## src/rtl/cc_frame_sequencer_if.sv

```systemverilog
// Stream bundle for the CC frame sequencer: 4-bit nibble input and 9-bit result output.
// A beat moves on a rising edge when valid && ready; a raised valid holds its data until that edge.
interface cc_frame_sequencer_if;
    logic       in_valid;
    logic [3:0] in_data;
    logic       in_ready;
    logic       out_valid;
    logic [8:0] out_data;
    logic       out_ready;

    modport master (
        output in_valid, in_data, out_ready,
        input  in_ready, out_valid, out_data
    );

    modport slave (
        input  in_valid, in_data, out_ready,
        output in_ready, out_valid, out_data
    );
endinterface

```

## src/rtl/cc_frame_sequencer.sv

```systemverilog
// Collects four operand nibbles and an opt nibble, holds them on the CC inputs for one
// evaluation cycle, then offers the registered CC result on a backpressured output.
module cc_frame_sequencer #(
    parameter int TIMEOUT = 15,
    parameter int CNT_W   = 8
) (
    input  logic                 clk,
    input  logic                 rst_n,
    cc_frame_sequencer_if.slave  bus,
    output logic [3:0]           cc_in_n0,
    output logic [3:0]           cc_in_n1,
    output logic [3:0]           cc_in_n2,
    output logic [3:0]           cc_in_n3,
    output logic [3:0]           cc_opt,
    input  logic [8:0]           cc_out_n,
    output logic                 err_timeout,
    output logic [CNT_W-1:0]     frame_cnt,
    output logic [1:0]           dbg_state_o
);

    localparam int GAP_W = (TIMEOUT > 0) ? $clog2(TIMEOUT + 1) : 1;

    typedef enum logic [1:0] {
        S_COLLECT = 2'd0,
        S_EVAL    = 2'd1,
        S_HOLD    = 2'd2
    } state_e;

    state_e           state_q;
    logic [2:0]       idx_q;
    logic [GAP_W-1:0] gap_q;
    logic [GAP_W-1:0] gap_d;
    logic             in_ready_q;
    logic             out_valid_q;
    logic [8:0]       out_data_q;
    logic [3:0]       n0_q, n1_q, n2_q, n3_q, opt_q;
    logic             err_q;
    logic [CNT_W-1:0] cnt_q;

    logic in_xfer;
    logic out_xfer;
    logic gap_inc;
    logic tmo_fire;

    always_comb begin
        in_xfer  = (state_q == S_COLLECT) && bus.in_valid && in_ready_q;
        out_xfer = (state_q == S_HOLD) && out_valid_q && bus.out_ready;
        gap_inc  = (TIMEOUT > 0) && (state_q == S_COLLECT) && (idx_q != 3'd0) && !bus.in_valid;
        gap_d    = gap_q + 1'b1;
        // The edge that would bring the gap count to TIMEOUT discards the partial frame.
        tmo_fire = gap_inc && (gap_d == GAP_W'(TIMEOUT));
    end

    always_ff @(posedge clk or negedge rst_n) begin
        if (!rst_n) begin
            state_q     <= S_COLLECT;
            idx_q       <= 3'd0;
            gap_q       <= '0;
            in_ready_q  <= 1'b1;
            out_valid_q <= 1'b0;
            out_data_q  <= 9'd0;
            n0_q        <= 4'd0;
            n1_q        <= 4'd0;
            n2_q        <= 4'd0;
            n3_q        <= 4'd0;
            opt_q       <= 4'd0;
            err_q       <= 1'b0;
            cnt_q       <= '0;
        end else begin
            err_q <= 1'b0;
            case (state_q)
                S_COLLECT: begin
                    if (in_xfer) begin
                        gap_q <= '0;
                        case (idx_q)
                            3'd0:    n0_q  <= bus.in_data;
                            3'd1:    n1_q  <= bus.in_data;
                            3'd2:    n2_q  <= bus.in_data;
                            3'd3:    n3_q  <= bus.in_data;
                            default: opt_q <= bus.in_data;
                        endcase
                        if (idx_q == 3'd4) begin
                            idx_q      <= 3'd0;
                            in_ready_q <= 1'b0;
                            state_q    <= S_EVAL;
                        end else begin
                            idx_q <= idx_q + 3'd1;
                        end
                    end else if (tmo_fire) begin
                        // Slots already written stay as they are; only the index rewinds.
                        idx_q <= 3'd0;
                        gap_q <= '0;
                        err_q <= 1'b1;
                    end else if (gap_inc) begin
                        gap_q <= gap_d;
                    end else begin
                        gap_q <= '0;
                    end
                end
                S_EVAL: begin
                    out_data_q  <= cc_out_n;
                    out_valid_q <= 1'b1;
                    state_q     <= S_HOLD;
                end
                S_HOLD: begin
                    if (out_xfer) begin
                        out_valid_q <= 1'b0;
                        cnt_q       <= cnt_q + 1'b1;
                        in_ready_q  <= 1'b1;
                        state_q     <= S_COLLECT;
                    end
                end
                default: begin
                    state_q    <= S_COLLECT;
                    idx_q      <= 3'd0;
                    gap_q      <= '0;
                    in_ready_q <= 1'b1;
                end
            endcase
        end
    end

    assign bus.in_ready  = in_ready_q;
    assign bus.out_valid = out_valid_q;
    assign bus.out_data  = out_data_q;
    assign cc_in_n0      = n0_q;
    assign cc_in_n1      = n1_q;
    assign cc_in_n2      = n2_q;
    assign cc_in_n3      = n3_q;
    assign cc_opt        = opt_q;
    assign err_timeout   = err_q;
    assign frame_cnt     = cnt_q;
    assign dbg_state_o   = state_q;

endmodule

```

## src/flat_wrapper.sv

```systemverilog
// flat-port wrapper written by rule: the top's interface ports become plain ports
module cc_frame_sequencer_flat 
#(
    parameter int TIMEOUT = 15,
    parameter int CNT_W   = 8
)
  (clk, rst_n, cc_in_n0, cc_in_n1, cc_in_n2, cc_in_n3, cc_opt, cc_out_n, err_timeout, frame_cnt, dbg_state_o, bus_in_valid, bus_in_data, bus_out_ready, bus_in_ready, bus_out_valid, bus_out_data);
  cc_frame_sequencer_if bus_i ();
  input  logic clk;
  input  logic rst_n;
  output logic [3:0] cc_in_n0;
  output logic [3:0] cc_in_n1;
  output logic [3:0] cc_in_n2;
  output logic [3:0] cc_in_n3;
  output logic [3:0] cc_opt;
  input  logic [8:0] cc_out_n;
  output logic err_timeout;
  output logic [CNT_W-1:0] frame_cnt;
  output logic [1:0] dbg_state_o;
  input wire logic [$bits(bus_i.in_valid)-1:0] bus_in_valid;
  input wire logic [$bits(bus_i.in_data)-1:0] bus_in_data;
  input wire logic [$bits(bus_i.out_ready)-1:0] bus_out_ready;
  output wire logic [$bits(bus_i.in_ready)-1:0] bus_in_ready;
  output wire logic [$bits(bus_i.out_valid)-1:0] bus_out_valid;
  output wire logic [$bits(bus_i.out_data)-1:0] bus_out_data;
  assign bus_i.in_valid = bus_in_valid;
  assign bus_i.in_data = bus_in_data;
  assign bus_i.out_ready = bus_out_ready;
  assign bus_in_ready = bus_i.in_ready;
  assign bus_out_valid = bus_i.out_valid;
  assign bus_out_data = bus_i.out_data;
  cc_frame_sequencer #(.TIMEOUT(TIMEOUT), .CNT_W(CNT_W)) u_core (.clk(clk), .rst_n(rst_n), .bus(bus_i), .cc_in_n0(cc_in_n0), .cc_in_n1(cc_in_n1), .cc_in_n2(cc_in_n2), .cc_in_n3(cc_in_n3), .cc_opt(cc_opt), .cc_out_n(cc_out_n), .err_timeout(err_timeout), .frame_cnt(frame_cnt), .dbg_state_o(dbg_state_o));
endmodule
```

## config.mk

```make
export PLATFORM = sky130hd
export DESIGN_NAME = cc_frame_sequencer_flat
export DESIGN_NICKNAME = d
export VERILOG_FILES = /design/src/rtl/cc_frame_sequencer_if.sv /design/src/rtl/cc_frame_sequencer.sv /design/src/flat_wrapper.sv
export SDC_FILE = /design/constraint.sdc
export NUM_CORES = 1
export LEC_CHECK = 0
export ABC_AREA = 1
export CAP_MARGIN = 15
export CORE_ASPECT_RATIO = 2
export CORE_MARGIN = 4
export CORE_UTILIZATION = 45
export DETAILED_ROUTE_END_ITERATION = 8
export PLACE_DENSITY = 0.75
export SETUP_SLACK_MARGIN = 0.1
export SYNTH_ARGS = -nofsm -noshare
export SYNTH_HDL_FRONTEND = slang
export SYNTH_SLANG_ARGS = --single-unit
```

## constraint.sdc

```tcl
create_clock -name clk -period 3.4 [get_ports clk]
set_input_delay 0.34 -clock clk [delete_from_list [all_inputs] [get_ports clk]]
set_output_delay 0.34 -clock clk [all_outputs]
set_load 0.05 [all_outputs]
```

==> results of run 1 <==
==> power breakdown <==
group / leakage (uW) / total [uW] / internal (uW) / switching (uW)
registers: 0.000624 / 582 / 582 / 0
clock network: 0.0000478 / 364 / 168 / 196
logic: 0.000735 / 37.5 / 19.2 / 18.3
==> final cells by class <==
type                    instances  area (um^2)
inverters                      20         75.1
well taps                      55         68.8
fillers                       397         1720
flip-flops and latches         49         1230
clock buffers                   6         82.6
repair buffers                 60          606
clock inverters                 2         16.3
multi-input cells             163          890
==> layout by cell type (no fill, tap or decap) <==
master	instances
buf_2	1
dlygate4sd3_1	1
nand2_1	75
nor3_1	2
clkinvlp_4	1
clkinv_1	1
dfstp_2	1
o21ai_1	5
inv_1	16
ha_1	12
nand3b_1	1
a21oi_1	7
nor2_2	3
nor2_4	1
clkbuf_8	6
nand3_2	7
xor2_1	3
o21ai_0	15
inv_6	1
nand3_1	9
clkdlybuf4s50_1	57
inv_2	3
buf_12	1
nand2_2	2
dfrtp_1	48
nand4_1	3
nand2_4	2
xnor2_1	4
nor2_1	12
==> repair_timing <==
action | in CTS | in global routing
hold buffers | 0 | 1
setup buffers | 0 | 0
endpoints found under the hold margin | 0 | 6
==> flip-flops by register name, summed over array words and instances (netlist names) <==
| name | count |
|---|---|
| u_core.bus.out_data | 9 |
| u_core.frame_cnt | 8 |
| u_core.cc_in_n0 | 4 |
| u_core.cc_in_n1 | 4 |
| u_core.cc_in_n2 | 4 |
| u_core.cc_in_n3 | 4 |
| u_core.cc_opt | 4 |
| u_core.gap_q | 4 |
| u_core.idx_q | 3 |
| u_core.dbg_state_o | 2 |
| u_core.bus.in_ready | 1 |
| u_core.bus.out_valid | 1 |
| u_core.err_timeout | 1 |
==> kinds of logic after synthesis <==
kind of cell               Yosys count
AOI/OAI and AO/OA                   27
xor gates and xnor gates             7
buffers and inverters               21
DFF                                 49
adders and majority gates           12
and+or+nand+nor                    117
==> final timing paths <==
kind,to,slack (ns),cells after the start
setup / recovery,bus_in_ready,1.39,1
setup reg to reg,u_core.frame_cnt[7],1.76,9
hold reg to reg,u_core.bus.out_data[5],0.47,2
hold / removal,u_core.bus.out_data[1],0.40,2
max in group asynchronous,u_core.bus.in_ready,2.48,3
min in group clk,u_core.bus.out_data[5],0.47,2
==> per-stage QoR <==
step           hold slack (ns)  setup WS, ns  total power [uW]  instances
2_1_floorplan           0.0444          1.62               597        233
3_3_place_gp             0.453          1.73               629        345
3_5_place_dp             0.458          1.71               629        345
4_1_cts                  0.256          1.37               997        353
5_1_grt                  0.399          1.35              1030        355
6_report                 0.398          1.39               984        355
==> layer usage <==
layer	up-vias	global-route usage, %
met5	-	0
met1	827	17.5
met3	10	3.86
met4	0	8.79
li1	873	-
met2	40	28.9
==> flow_metrics.tcl, run 1 <==
set metrics [dict create \
    yosysSeqAreaShare_pct 55.9 \
    grt_setup_unrepaired "no" \
    clock_tree.buffer_depth 2 \
    route.antenna.remaining_nets 0 \
    initial_utilization_pct 46.9 \
    grt_overflow_total 0 \
    wl_per_cell_um 13.2 \
    ys_top_cells_by_area "dfrtp_1 55%, nand2_1 13%, ha_1 6.8%" \
    vias_per_cell 4.93 \
    netlist-cell-type-count 23 \
    buffers_and_inverters_on_the_worst_path 1 \
    yosys.cell_count.top_type "nand2_1" \
    critPathTopFamily "buffers and inverters" \
    criticalPathCategory "flop to output pin" \
    drt-met1-wl_um 1720 \
    core_um2 4690 \
    critical_path_startpoint_category "flop" \
    post-route-cell-area_um2 2970 \
    die_w_um 57.4 \
    finalSetupTns_ns 0 \
    wl_met3_um 212 \
    critical-path-slowest-cell "clkdlybuf4s50_1" \
    critical_path.reg2reg.startpoint "u_core.dbg_state_o[0]" \
    max_slew_margin_pct 65.5 \
    synthTopCellsByCount "75 x nand2_1, 48 x dfrtp_1, 16 x inv_1" \
    synth_simple_gate_area_share_pct 24.7 \
    worst_setup_path_startpoint "u_core.bus.in_ready" \
    syn_std_cell_area_um2 2200 \
    routability_driven_placement_congestion_ratio 0.828 \
    worst-slew-pin-transition_ns 0.516 \
    critical_path_peak_fanout 3 \
    design.die.area_um2 6130 \
    finalHoldViolations 0 \
    powerDensity_nw_per_um2 332 \
    finalClockSkew_ns 0.00933 \
    antenna_cells_inserted 0 \
    synth_seq_cells 49 \
    detailedPlacementHpwl_um 3520 \
    share_of_cell_area_taken_by_muxes_after_synthesis_pct 0 \
    synthCells 233 \
    cts_root_buf "clkbuf_8" \
    ioPinCount 59 \
    share_of_the_synthesized_area_in_compound_gates_ao_oa_aoi_oai_pct 6.15 \
    worst-endpoint-required_ns 3.06 \
    placed_area_um2 2840 \
    crit_end_category "output pin" \
    clock_insertion_delay_at_the_later_pin_of_the_skew_report_ns 0.30 \
    peakVddDrop_uv 346 \
    mappedNetlistNets 262 \
    path_clk_slew_ns 0.09 \
    synth_edf_count 0 \
    vias_in_the_first_global_route 1692 \
    max_slew_vio_count 0 \
    port-buffer-count 58 \
    clock-sinks 49 \
    largest_family_of_logic_cells_by_synthesized_area "simple AND/OR/NAND/NOR gates" \
    postCtsResizedCells 0 \
    drc_errors 0 \
    synth_top_cell_area_share_pct 54.7 \
    floorplan.die.height_um 107 \
    critical-path-max-stage-delay_ns 0.80 \
    share_of_final_layout_standard_cells_stronger_than_drive_strength_1_pct 9.67 \
    cp_cell_sequence "clkdlybuf4s50_1" \
    min_path_type "input pin to async pin" \
    clock.fmax_mhz 498 \
    cts_made_buffers 5 \
    htree_levels 2 \
    power.leakage_uw 0.00141 \
    topRoutingLayerUsed "met4" \
    number_of_core_rows 35 \
    area_growth_syn_to_layout_pct 35.0 \
    synth_xor_area_share_pct 2.79 \
    dominantRegCellSynth "dfrtp_1" \
    first_pass_grt_wire_length_um 7810 \
    first_pass_iters 4 \
    number_of_synthesis_warnings 0 \
    avgSynthCellArea_um2 9.42 \
    adder_cell_area_share_of_the_yosys_netlist_pct 6.84 \
    antenna_found_initial 0 \
    maxcap_violations 0 \
    routed-via-count 1750 \
    drt_wl_total_um 4680 \
    met2RoutedLength_um 2620 \
    postLayoutCoreUtil_pct 63.3 \
    crit_share_post_route_pct 59.1 \
    grt_start_max_net_pins 50 \
    nNetsFinal 328 \
    critical_path_arrival_ns 1.67 \
    setup_viol 0 \
    synthDominantAreaCellType "dfrtp_1" \
    final_period_minus_worst_setup_slack_ns 2.01 \
    first_iter_violations 31 \
    outcome "completed" \
    async_s_r_ff_share_synth_pct 100 \
    track_usage_pct 16.4 \
    tritoncts "built" \
]
Power figures use the tool's default switching activity.
==> run 2: changes to the inputs <==
==> constraint.sdc (replaced) <==
create_clock -name clk -period 2.06 [get_ports clk]
set_input_delay 0.206 -clock clk [delete_from_list [all_inputs] [get_ports clk]]
set_output_delay 0.206 -clock clk [all_outputs]
set_load 0.05 [all_outputs]
==> run 2 against run 1 <==
Compared with the run above:
- design area down 0.76%
- register-to-register slack got worse by 1.4 ns
- utilization is 0.48 points lower
- final cell count unchanged
- critical path depth unchanged
- clock skew down 0.0056 ns
- die area unchanged
- sequential share of layout area rose by 0.32 points
- hold slack better by 0.053 ns
- critical path type unchanged
==> flow_metrics.tcl, run 2 (synthesis results as in run 1) <==
set metrics [dict create \
    worst_setup_path_startpoint "u_core.bus.in_ready" \
    drc_errors 0 \
    cellInternalPower_uw 1210 \
    clock.fmax_mhz 540 \
    grt_start_max_net_pins 31 \
    grt_overflow_total 0 \
    wl_met3_um 198 \
    vias_per_cell 4.92 \
    hold_ws_ns 0.451 \
    power.leakage_uw 0.00140 \
    power.share.sequential_pct 63.2 \
    setup.worst_path.end "bus_in_ready" \
    critical_path_startpoint_category "flop" \
    floorplan.die.height_um 107 \
    met2RoutedLength_um 2700 \
    critical-path-slowest-cell "clkdlybuf4s50_1" \
    drt_wl_total_um 4680 \
    first_pass_iters 4 \
    r2r-end "u_core.frame_cnt[7]" \
    cp_cell_sequence "clkdlybuf4s50_1" \
    setup_viol 0 \
    path_clk_slew_ns 0.08 \
    cts_root_buf "clkbuf_8" \
    htree_levels 2 \
    flip_flop_count_of_the_largest_register_all_copies_and_words_added 9 \
    nNetsFinal 330 \
    tritoncts "built" \
    crit_share_post_route_pct 89.9 \
    grt_setup_unrepaired "no" \
    power.share.switching_pct 20.1 \
    die_w_um 57.4 \
    maxcap_violations 0 \
    ioPinCount 59 \
    cts_made_buffers 5 \
    critPathTopFamily "buffers and inverters" \
    share_of_final_layout_standard_cells_stronger_than_drive_strength_1_pct 9.67 \
    number_of_cells_in_the_design_after_placement 348 \
    critical-path-max-stage-delay_ns 0.80 \
    ff_to_ff_path_depth 9 \
    critical_path.reg2reg.startpoint "u_core.dbg_state_o[0]" \
    track_usage_pct 16.2 \
    routed-via-count 1748 \
    power.net_switching_uw 306 \
    antenna_cells_inserted 0 \
    clock-sinks 49 \
    route.antenna.remaining_nets 0 \
    clock_insertion_delay_at_the_later_pin_of_the_skew_report_ns 0.29 \
    design.die.area_um2 6130 \
    final_common_cell "nand2_1" \
    wl_per_cell_um 13.2 \
    first_iter_violations 36 \
    first_pass_grt_wire_length_um 7890 \
    routability_driven_placement_congestion_ratio 0.839 \
    crit_end_category "output pin" \
    finalHoldViolations 0 \
    postLayoutCoreUtil_pct 62.8 \
    min_path_type "input pin to flop" \
    critical_path_arrival_ns 1.64 \
    worst-endpoint-required_ns 1.85 \
    outcome "completed" \
    max_slew_vio_count 0 \
    total_power_uw 1520 \
    finalClockSkew_ns 0.00376 \
    port-buffer-count 58 \
    drt-met1-wl_um 1740 \
    initial_utilization_pct 46.9 \
    vias_in_the_first_global_route 1748 \
    most-common-layout-cells "75 x nand2_1, 57 x clkdlybuf4s50_1, 48 x dfrtp_1" \
    buffers_and_inverters_on_the_worst_path 1 \
    core_um2 4690 \
    comb_power_share_pct 4.0 \
    topRoutingLayerUsed "met4" \
    final_period_minus_worst_setup_slack_ns 1.85 \
    critical_path_peak_fanout 3 \
    crit_path_cell_count 1 \
    powerDensity_nw_per_um2 517 \
    max_slew_margin_pct 57.0 \
    peakVddDrop_uv 619 \
    antenna_found_initial 0 \
    detailedPlacementHpwl_um 3750 \
    finalSetupTns_ns 0 \
    rrSetupSlack_ns 0.39 \
    worst_hold_startpoint "cc_out_n[0]" \
    clock_tree.buffer_depth 2 \
    worst-slew-pin-transition_ns 0.645 \
    area_growth_syn_to_layout_pct 34.0 \
    criticalPathCategory "flop to output pin" \
    finalNonFillerCells 355 \
    p_clk_share_pct 32.8 \
    number_of_core_rows 35 \
]
[run 2: changes by cell type in the layout (fill, tap and decap cells not counted), sizes merged]
cell	change
buf	+2
clkbuf	-1
clkinv	+1
clkinvlp	-1
inv	-1
[run 2: final cells by class]
class,instances,area [um^2]
Clock inverter,1,5.00
Sequential cell,49,1230
Clock buffer,5,68.8
Tap cell,55,68.8
Fill cell,399,1740
Timing Repair Buffer,62,608
Inverter,20,75.1
Multi-Input combinational cell,163,890
[run 2: repair_timing]
item | 4_1_cts | 5_1_grt
endpoints found under the hold margin | 27 | 0
hold buffers | 1 | 0
resized for setup | 0 | 0
setup buffers | 0 | 0
[run 2: power groups by stage]
stage / clock (uW) / sequential [uW] / combinational (uW)
final: 499 / 961 / 60.5
after global placement: 0 / 980 / 60.6
after CTS: 518 / 961 / 63.2
after detailed placement: 0 / 980 / 61.5
after floorplan: 0 / 980 / 5.15
after global routing: 566 / 961 / 68.0
[run 2: layer usage]
layer | global-route usage [%] | up-vias
met2 | 31.3 | 35
met1 | 16.5 | 829
met4 | 5.14 | 0
li1 | - | 880
met3 | 3.37 | 4
met5 | 0 | -
[run 2: stage by stage]
step	worst slack (ns)	cell area [um^2]
finish	0.209	2940
global route	0.161	2940
CTS	0.197	2940
detailed placement	0.410	2860
global placement	0.512	2860
floorplan	0.279	2200
[run 2: how the worst min path moves through the flow]
stage	end	slack (ns)	cells past startpoint
4_1_cts	u_core.bus.out_data[0]	0.45	3
5_1_grt	u_core.bus.out_data[1]	0.46	3
6_report	u_core.bus.out_data[0]	0.45	3
2_1_floorplan	u_core.bus.out_data[0]	-0.09	0
3_5_place_dp	u_core.frame_cnt[6]	0.28	1
3_3_place_gp	u_core.bus.out_data[1]	0.27	1
==> run 3: changes to the inputs <==
==> constraint.sdc (replaced) <==
create_clock -name clk -period 2.1 [get_ports clk]
set_input_delay 0.21 -clock clk [delete_from_list [all_inputs] [get_ports clk]]
set_output_delay 0.21 -clock clk [all_outputs]
set_load 0.05 [all_outputs]
==> run 3 against run 2 <==
Compared with the run above:
- design area is 1.3% higher
- first-iteration DRC count is 17% higher
- setup slack better by 0.026 ns
- clock skew is 0.0021 ns higher
- sequential cell count stayed put
- largest cell class unchanged
- highest routed layer unchanged
- clock power is 38% higher
- utilization is 0.83 points higher
- via count is 2.2% higher
- non-clock buffer count is 1 lower
- wire length is 3.9% higher
==> flow_metrics.tcl, run 3 (synthesis results as in run 1) <==
set metrics [dict create \
    min_path_type "input pin to async pin" \
    first_iter_violations 42 \
    number_of_core_rows 35 \
    wl_per_cell_um 13.7 \
    grt_overflow_total 0 \
    peakVddDrop_uv 452 \
    crit_share_post_route_pct 88.8 \
    powerDensity_nw_per_um2 567 \
    criticalPathCategory "flop to output pin" \
    hold_ws_ns 0.293 \
    area_growth_syn_to_layout_pct 35.8 \
    worst-slew-pin-transition_ns 0.526 \
    critPathTopFamily "buffers and inverters" \
    buffers_and_inverters_on_the_worst_path 1 \
    power.leakage_uw 0.00142 \
    clock_insertion_delay_at_the_later_pin_of_the_skew_report_ns 0.29 \
    power.share.sequential_pct 55.8 \
    place_worst_setup_slack_ns 0.482 \
    final_period_minus_worst_setup_slack_ns 1.87 \
    postLayoutCoreUtil_pct 63.6 \
    ctsHoldBuffers 1 \
    max_slew_margin_pct 64.9 \
    grt_start_max_net_pins 41 \
    ioPinCount 59 \
    critical-path-max-stage-delay_ns 0.80 \
    die_w_um 57.4 \
    clock_tree.buffer_depth 2 \
    cts_root_buf "clkbuf_8" \
    comb_power_share_pct 3.4 \
    cp_cell_sequence "clkdlybuf4s50_1" \
    cts_made_buffers 5 \
    antenna_cells_inserted 0 \
    first_pass_grt_wire_length_um 8190 \
    drt_wl_total_um 4870 \
    critical-path-slowest-cell "clkdlybuf4s50_1" \
    fillers 390 \
    design.die.area_um2 6130 \
    fin_ws_ns 0.235 \
    htree_levels 2 \
    track_usage_pct 17.0 \
    setup_viol 0 \
    finalSetupTns_ns 0 \
    initial_utilization_pct 46.9 \
    cellInternalPower_uw 1360 \
    port-buffer-count 58 \
    critical_path_peak_fanout 3 \
    maxcap_violations 0 \
    core_um2 4690 \
    grt_setup_unrepaired "no" \
    power.net_switching_uw 331 \
    first_pass_iters 4 \
    finalHoldViolations 0 \
    floorplan.die.height_um 107 \
    flip_flop_count_of_the_largest_register_all_copies_and_words_added 9 \
    p_clk_share_pct 40.8 \
    postCtsSetupBuffers 0 \
    detailedPlacementHpwl_um 3780 \
    power.share.switching_pct 19.6 \
    tritoncts "built" \
    route.antenna.remaining_nets 0 \
    share_of_final_layout_standard_cells_stronger_than_drive_strength_1_pct 9.97 \
    total_power_uw 1690 \
    critical_path_arrival_ns 1.66 \
    antenna_found_initial 0 \
    routed-via-count 1786 \
    worst-endpoint-required_ns 1.89 \
    vias_per_cell 5.02 \
    crit_end_category "output pin" \
    nNetsFinal 329 \
    vias_in_the_first_global_route 1833 \
    clock-sinks 49 \
    outcome "completed" \
    routability_driven_placement_congestion_ratio 0.836 \
    max_slew_vio_count 0 \
    critical_path_startpoint_category "flop" \
    drc_errors 0 \
    most-common-layout-cells "75 x nand2_1, 57 x clkdlybuf4s50_1, 48 x dfrtp_1" \
    final_common_cell "nand2_1" \
    finalClockSkew_ns 0.00590 \
    clock.fmax_mhz 536 \
    postCtsResizedCells 0 \
    path_clk_slew_ns 0.09 \
]
[run 3: cell count changes in the layout (fill, tap and decap cells not counted), sizes merged]
cell and change:
buf -1, clkinvlp +1, bufinv +1, clkinv -1, clkbuf +1
[run 3: through the flow]
stage / area [um^2] / std cells
after global routing: 2980 / 356
final: 2980 / 356
after detailed placement: 2850 / 347
after global placement: 2850 / 347
after CTS: 2980 / 356
after floorplan: 2200 / 233
[run 3: path summary, 6_finish.rpt]
kind / start / to / slack (ns) / depth (start not counted)
max reg2reg: u_core.dbg_state_o[0] / u_core.frame_cnt[7] / 0.43 / 9
min reg2reg: u_core.bus.out_data[4] / u_core.bus.out_data[4] / 0.48 / 2
min: rst_n / u_core.bus.out_data[0] / 0.29 / 2
max in group asynchronous: rst_n / u_core.bus.in_ready / 1.03 / 3
max: u_core.bus.in_ready / bus_in_ready / 0.23 / 1
min in group clk: cc_out_n[6] / u_core.bus.out_data[6] / 0.45 / 3
[run 3: routing by layer]
layer | GRT usage, % | wire length, um | up-vias
li1 | - | - | 878
met1 | 17.4 | 1730 | 854
met2 | 32.2 | 2860 | 44
met3 | 2.89 | 174 | 10
met4 | 7.30 | 102 | 0
met5 | 0 | 0 | -
[run 3: cell type report]
type / count / area [um^2] / share of cell area, %
Multi-Input combinational cell: 163 / 890 / 29.8
Tap cell: 55 / 68.8 / 2.31
Sequential cell: 49 / 1230 / 41.2
Inverter: 20 / 75.1 / 2.52
Clock buffer: 6 / 82.6 / 2.77
Timing Repair Buffer: 61 / 601 / 20.1
Clock inverter: 2 / 37.5 / 1.26
[run 3: power groups by stage]
stage	registers (uW)	logic, uW	clock network (uW)
after CTS	943	60.3	710
after global routing	943	64.3	752
after detailed placement	961	58.6	0
after global placement	961	57.9	0
final	943	58.1	689
after floorplan	962	5.05	0
